===== src/rtl/pwm_ramp_controller.sv =====
// pwm_ramp_controller: ramps PWM duty toward a target in fixed steps at a programmable tick rate.
// Define PWM_RAMP_SOFTSTOP_EN to make stop ramp the duty down to 0 instead of cutting it at once.
module pwm_ramp_controller #(
   parameter int WORD_LENGTH = 8,
   parameter int TICK_BITS   = 16
) (
   input  logic                   clk,
   input  logic                   reset,
   input  logic                   start,
   input  logic                   stop,
   input  logic [WORD_LENGTH-1:0] target_duty,
   input  logic [WORD_LENGTH-1:0] step,
   input  logic [TICK_BITS-1:0]   tick_period,
   input  logic [1:0]             freq_sel,
   output logic [WORD_LENGTH-1:0] duty_out,
   output logic [1:0]             freq_out,
   output logic                   pwm_enable,
   output logic                   busy,
   output logic                   at_target,
   output logic                   done
);
`ifdef PWM_RAMP_SOFTSTOP_EN
   typedef enum logic [1:0] {IDLE, RAMP, HOLD, STOPPING} state_t;
   localparam state_t STOP_DEST = STOPPING;
`else
   typedef enum logic [1:0] {IDLE, RAMP, HOLD} state_t;
   localparam state_t STOP_DEST = IDLE;
`endif
   localparam logic [WORD_LENGTH-1:0] MAX_DUTY = WORD_LENGTH'(100);
   state_t state, state_nx;
   logic [WORD_LENGTH-1:0] duty, tgt, stp, duty_nx;
   logic [TICK_BITS-1:0] per, cnt;
   logic [WORD_LENGTH:0] up_sum, dn_gap;
   logic tick, arrive, cap, halt, done_nx;
   // one extra bit on the sums keeps the step arithmetic from wrapping
   always_comb begin
      up_sum  = {1'b0, duty} + {1'b0, stp};
      dn_gap  = {1'b0, duty} - {1'b0, tgt};
      duty_nx = duty < tgt ? (up_sum >= {1'b0, tgt} ? tgt : up_sum[WORD_LENGTH-1:0])
                           : (dn_gap <= {1'b0, stp} ? tgt : duty - stp);
   end
   assign tick   = cnt == per;
   assign arrive = tick && duty_nx == tgt;
   always_ff @(posedge clk or posedge reset)
      if (reset)
         state <= IDLE;
      else
         state <= state_nx;
   always_comb begin
      state_nx = state;
      cap      = 1'b0;
      halt     = 1'b0;
      done_nx  = 1'b0;
      case (state)
         IDLE: begin
            cap      = start;
            state_nx = start ? RAMP : IDLE;
         end
         RAMP: begin
            halt     = stop;
            done_nx  = !stop && arrive;
            state_nx = stop ? STOP_DEST : arrive ? HOLD : RAMP;
         end
         HOLD: begin
            halt     = stop;
            cap      = !stop && start;
            state_nx = stop ? STOP_DEST : start ? RAMP : HOLD;
         end
`ifdef PWM_RAMP_SOFTSTOP_EN
         STOPPING: begin
            done_nx  = arrive;
            state_nx = arrive ? IDLE : STOPPING;
         end
`endif
         default: state_nx = IDLE;
      endcase
   end
   always_ff @(posedge clk or posedge reset)
      if (reset) begin
         duty     <= '0;
         tgt      <= '0;
         stp      <= WORD_LENGTH'(1);
         per      <= '0;
         cnt      <= '0;
         freq_out <= '0;
         done     <= 1'b0;
      end else begin
         done <= done_nx;
         if (cap) begin
            tgt      <= target_duty > MAX_DUTY ? MAX_DUTY : target_duty;
            stp      <= step == '0 ? WORD_LENGTH'(1) : step;
            per      <= tick_period;
            freq_out <= freq_sel;
            cnt      <= '0;
         end else if (halt) begin
            tgt <= '0;
            cnt <= '0;
            if (STOP_DEST == IDLE)
               duty <= '0;
         end else if (state != IDLE && state != HOLD) begin
            cnt <= tick ? '0 : cnt + TICK_BITS'(1);
            if (tick)
               duty <= duty_nx;
         end
      end
   always_comb begin
      duty_out   = duty;
      busy       = state != IDLE;
      pwm_enable = state != IDLE;
      at_target  = state == HOLD;
   end
endmodule


===== config.mk =====
export PLATFORM = sky130hd
export DESIGN_NAME = pwm_ramp_controller
export DESIGN_NICKNAME = d
export VERILOG_FILES = /design/src/rtl/pwm_ramp_controller.sv
export SDC_FILE = /design/constraint.sdc
export NUM_CORES = 1
export LEC_CHECK = 0
export CAP_MARGIN = 5
export CELL_PAD_IN_SITES_DETAIL_PLACEMENT = 1
export CELL_PAD_IN_SITES_GLOBAL_PLACEMENT = 1
export CORE_MARGIN = 3
export CORE_UTILIZATION = 43
export DETAILED_ROUTE_END_ITERATION = 10
export PLACE_DENSITY = 0.8
export SYNTH_ARGS = -nofsm -noshare
export SYNTH_HDL_FRONTEND = slang
export SYNTH_SLANG_ARGS = --single-unit

===== constraint.sdc =====
create_clock -name clk -period 4.9 [get_ports clk]
set_input_delay 0.98 -clock clk [delete_from_list [all_inputs] [get_ports clk]]
set_output_delay 0.98 -clock clk [all_outputs]
set_load 0.01 [all_outputs]

==> results.md <==
* Status: completed
* Inserted Diodes at 0
* Worst setup SP type: flip-flop
* Cts bufs inserted at 9
* Cell Area, Synth at 4510 um2
* Final Hold Viols at 0
* Clock Latency Late Sink at 0.35 ns
* Worst Skew at 0.0123 ns
* Power Total at 0.00339 W
* Sequential share of power at 20.4%
* Worst path cell trace: ha_1 -> nor2b_1 -> o21a_1 -> nor2_1 -> nor2_1 -> o21ai_0 -> nand2b_1 -> a21o_1 -> a21oi_1 -> xnor2_1 -> ha_1 -> nand4_1 -> o21a_1 -> o31a_1 -> o21ai_2 -> buf_4 -> o32ai_1 -> nor3_1 -> a211o_2 -> or4b_4 -> o31a_1
* Fin crit period at 4.71 ns
* Core Rows at 36
* Actual slew at the worst max-slew pin at 0.821 ns
* Drt first pass iters at 4
* Vias in the first global route at 4,245
* Core area at 10000 um2
* Register area share after synthesis at 33.9%
* Total global-route track usage at 23.9%
* Vias at 4,025
* Fillers at 1,201
* Share of layout cells above drive strength 1 at 8.19%
* Dpl cell area at 5170 um2
* Reg clk slew, reported paths at 0.08 ns
* Hold buffer count at cts at 0
* Critical path endpoint category: flip-flop
* Final wirelength at 13,500 um
* Drt drc at 0
* PwrDens at 624 nW/um2
* Syn nets at 610
* Final count of pins violating max slew at 0
* DP HPWL at 10,000 um
* Net Sw Frac at 47.5%
* Crit Path Class: reg2reg
* Fin crit share at 96.1%
* Iteration-0 DRC Markers at 153
* Initial Utilization at 45.1%
* #FFs+latches synth at 61
* Final net count at 666
* Crit path largest cell delay at 0.50 ns
* Logic pwr share at 65.4%
* Max cap viols at 0
* P_int at 0.00178 W
* Worst Path Required at 5.14 ns
* CTS tree: yes
* Global-route wire length before repair at 22,000 um
* Most frequent cells in the layout: 86 x nand2_1, 60 x dfrtp_1, 51 x clkdlybuf4s50_1, 50 x o21ai_0, 43 x ha_1
* Top achievable clock speed at 0.212 GHz
* Max_slew headroom at 45.3%
* Routability congestion estimate from global placement at 0.864
* CTS HTree Levels at 3
* WHS at 0.493 ns
* CTS max path bufs at 2
* Die Height at 108 um
* Root Driver: clkbuf_8
* Largest net degree at the start of global routing at 62
* DR WL/cell at 18.7 um
* Final setup TNS at 0 ns
* Design area at 5430 um2
* Antenna viol nets, final at 0
* Grt ovf at 0
* Clock Sinks at 61
* Switching pwr at 0.00161 W
* Final setup viols at 0
* Vias per cell at 5.60
* Most common cell after layout, fill and taps aside: nand2_1
* Die Span X at 108 um
* Min-delay worst type: reg2reg
* Leak at 2.39 nW
* Worst-path fanout max at 7
* Mapped Cells at 525
* Die area at 11,800 um2
* Synth warnings at 0
* Asr flop ratio synth at 100%
* PortBufs at 51
* Antenna violations before repair at 0
* I/O pin count at 52
* Primary FF master, synth: dfrtp_1
* CP arrival at 4.95 ns
* Clock power frac at 14.2%
* Area Overhead vs Synth at 20.3%
* Critical-path top delay cell: or4b_4
* Count of cell types in the netlist at 63
* Peak VDD IR at 0.243 mV
* Average size of a mapped cell at 8.60 um2
* Post-synth EDFFs at 0
-- metrics by stage --
stage               std cells  util, %  worst slack [ns]
floorplan                 525        -             0.641
global placement          698     51.7             0.324
detailed placement        698     51.7            0.0325
CTS                       714     53.8            0.0733
global route              719     54.3           -0.0291
finish                    719     54.3             0.192
-- layout make-up --
class	count	area (um2)	area share, %
repair buffers	64	608	11.2
multi-input cells	415	2810	51.8
clock buffers	11	141	2.60
well taps	133	166	3.07
flip-flops and latches	61	1530	28.1
clock inverters	5	58.8	1.08
inverters	30	113	2.07
-- kinds of logic after synthesis --
| kind of cell | count (synthesis) | share of synthesized area, % |
|---|---|---|
| buffers and inverters | 50 | 4.55 |
| adder cells (fa/ha/maj) | 47 | 13.5 |
| AO/OA/AOI/OAI | 128 | 19.6 |
| flip-flops | 61 | 33.9 |
| XOR/XNOR | 38 | 7.37 |
| multiplexers | 3 | 0.665 |
| AND/OR/NAND/NOR | 198 | 20.4 |
-- final timing paths --
kind                                    startpoint                       to  slack [ns]  depth (start not counted)
setup / recovery           duty_out[1]$_DFFE_PP0P_       state[0]$_DFF_PP0_        0.19                         21
max in group asynchronous                    reset       stp[6]$_DFFE_PP0P_        3.17                          3
min in group asynchronous                    reset  freq_out[1]$_DFFE_PP0P_        1.17                          3
hold reg to reg            freq_out[0]$_DFFE_PP0P_  freq_out[0]$_DFFE_PP0P_        0.49                          2
setup reg to reg           duty_out[1]$_DFFE_PP0P_       state[0]$_DFF_PP0_        0.19                         21
hold / removal             freq_out[0]$_DFFE_PP0P_  freq_out[0]$_DFFE_PP0P_        0.49                          2
-- registers in the layout (all words and copies together), names as in the netlist --
name      cells
cnt          16
done          1
duty_out      8
freq_out      2
per          16
state         2
stp           8
tgt           8
-- worst max-delay path, delay by kind of cell, from the launching register on --
kind	cells	cell delay (ns)
adder cells (fa/ha/maj)	2	0.62
flip-flops	1	0.49
XOR/XNOR	1	0.15
buffers and inverters	1	0.20
AO/OA/AOI/OAI	10	1.97
AND/OR/NAND/NOR	7	1.17
-- power groups by stage --
stage / registers, W / logic, W / clock network, W
after detailed placement: 0.000704 / 0.00203 / 0
final: 0.000692 / 0.00221 / 0.000480
after CTS: 0.000693 / 0.00208 / 0.000489
after floorplan: 0.000689 / 0.00146 / 0
after global routing: 0.000707 / 0.00243 / 0.000517
after global placement: 0.000698 / 0.00196 / 0
-- what timing repair did --
action,in CTS,in global routing
gates cloned,0,1
pin swaps,0,1
endpoints found under the setup margin,1,3
resized for setup,1,4
setup buffers,0,4
-- layer usage --
metal,global-route usage [%],up-vias,wire length [um]
li1,-,1947,-
met1,29.5,1965,5750
met2,42.1,85,6960
met3,4.06,28,410
met4,7.75,0,327
met5,0,-,0
-- cells in the mapped netlist, types with 2 or more instances --
| library cell | instances | share of area (%) |
|---|---|---|
| a22oi_1 | 2 | 0.33 |
| and3_1 | 10 | 1.4 |
| o31ai_1 | 3 | 0.50 |
| o31a_1 | 2 | 0.39 |
| o41ai_1 | 4 | 0.78 |
| xor2_1 | 8 | 1.6 |
| fa_1 | 3 | 1.3 |
| a21oi_1 | 13 | 1.4 |
| ha_1 | 44 | 12 |
| and2_1 | 2 | 0.28 |
| nand4_1 | 6 | 0.83 |
| a22o_1 | 8 | 1.6 |
| nand3b_1 | 2 | 0.33 |
| a211oi_1 | 5 | 0.83 |
| o32ai_1 | 2 | 0.39 |
| o221a_2 | 2 | 0.50 |
| nand2b_1 | 13 | 1.8 |
| o221ai_1 | 4 | 0.78 |
| nand3_1 | 12 | 1.3 |
| nor4_1 | 2 | 0.28 |
| nor2_1 | 40 | 3.3 |
| nor2b_1 | 5 | 0.69 |
| clkbuf_1 | 13 | 1.1 |
| o211ai_1 | 3 | 0.50 |
| dfrtp_1 | 60 | 33 |
| o22ai_1 | 2 | 0.28 |
| inv_1 | 30 | 2.5 |
| mux2i_1 | 3 | 0.67 |
| or4_1 | 2 | 0.33 |
| o21ai_0 | 50 | 5.5 |
| xnor2_1 | 30 | 5.8 |
| o21bai_1 | 3 | 0.50 |
| nor3_1 | 10 | 1.1 |
| buf_2 | 5 | 0.55 |
| nand2_1 | 86 | 7.2 |
| or2_1 | 2 | 0.28 |
| o21a_1 | 8 | 1.3 |
(Power assumes the default switching activity.)
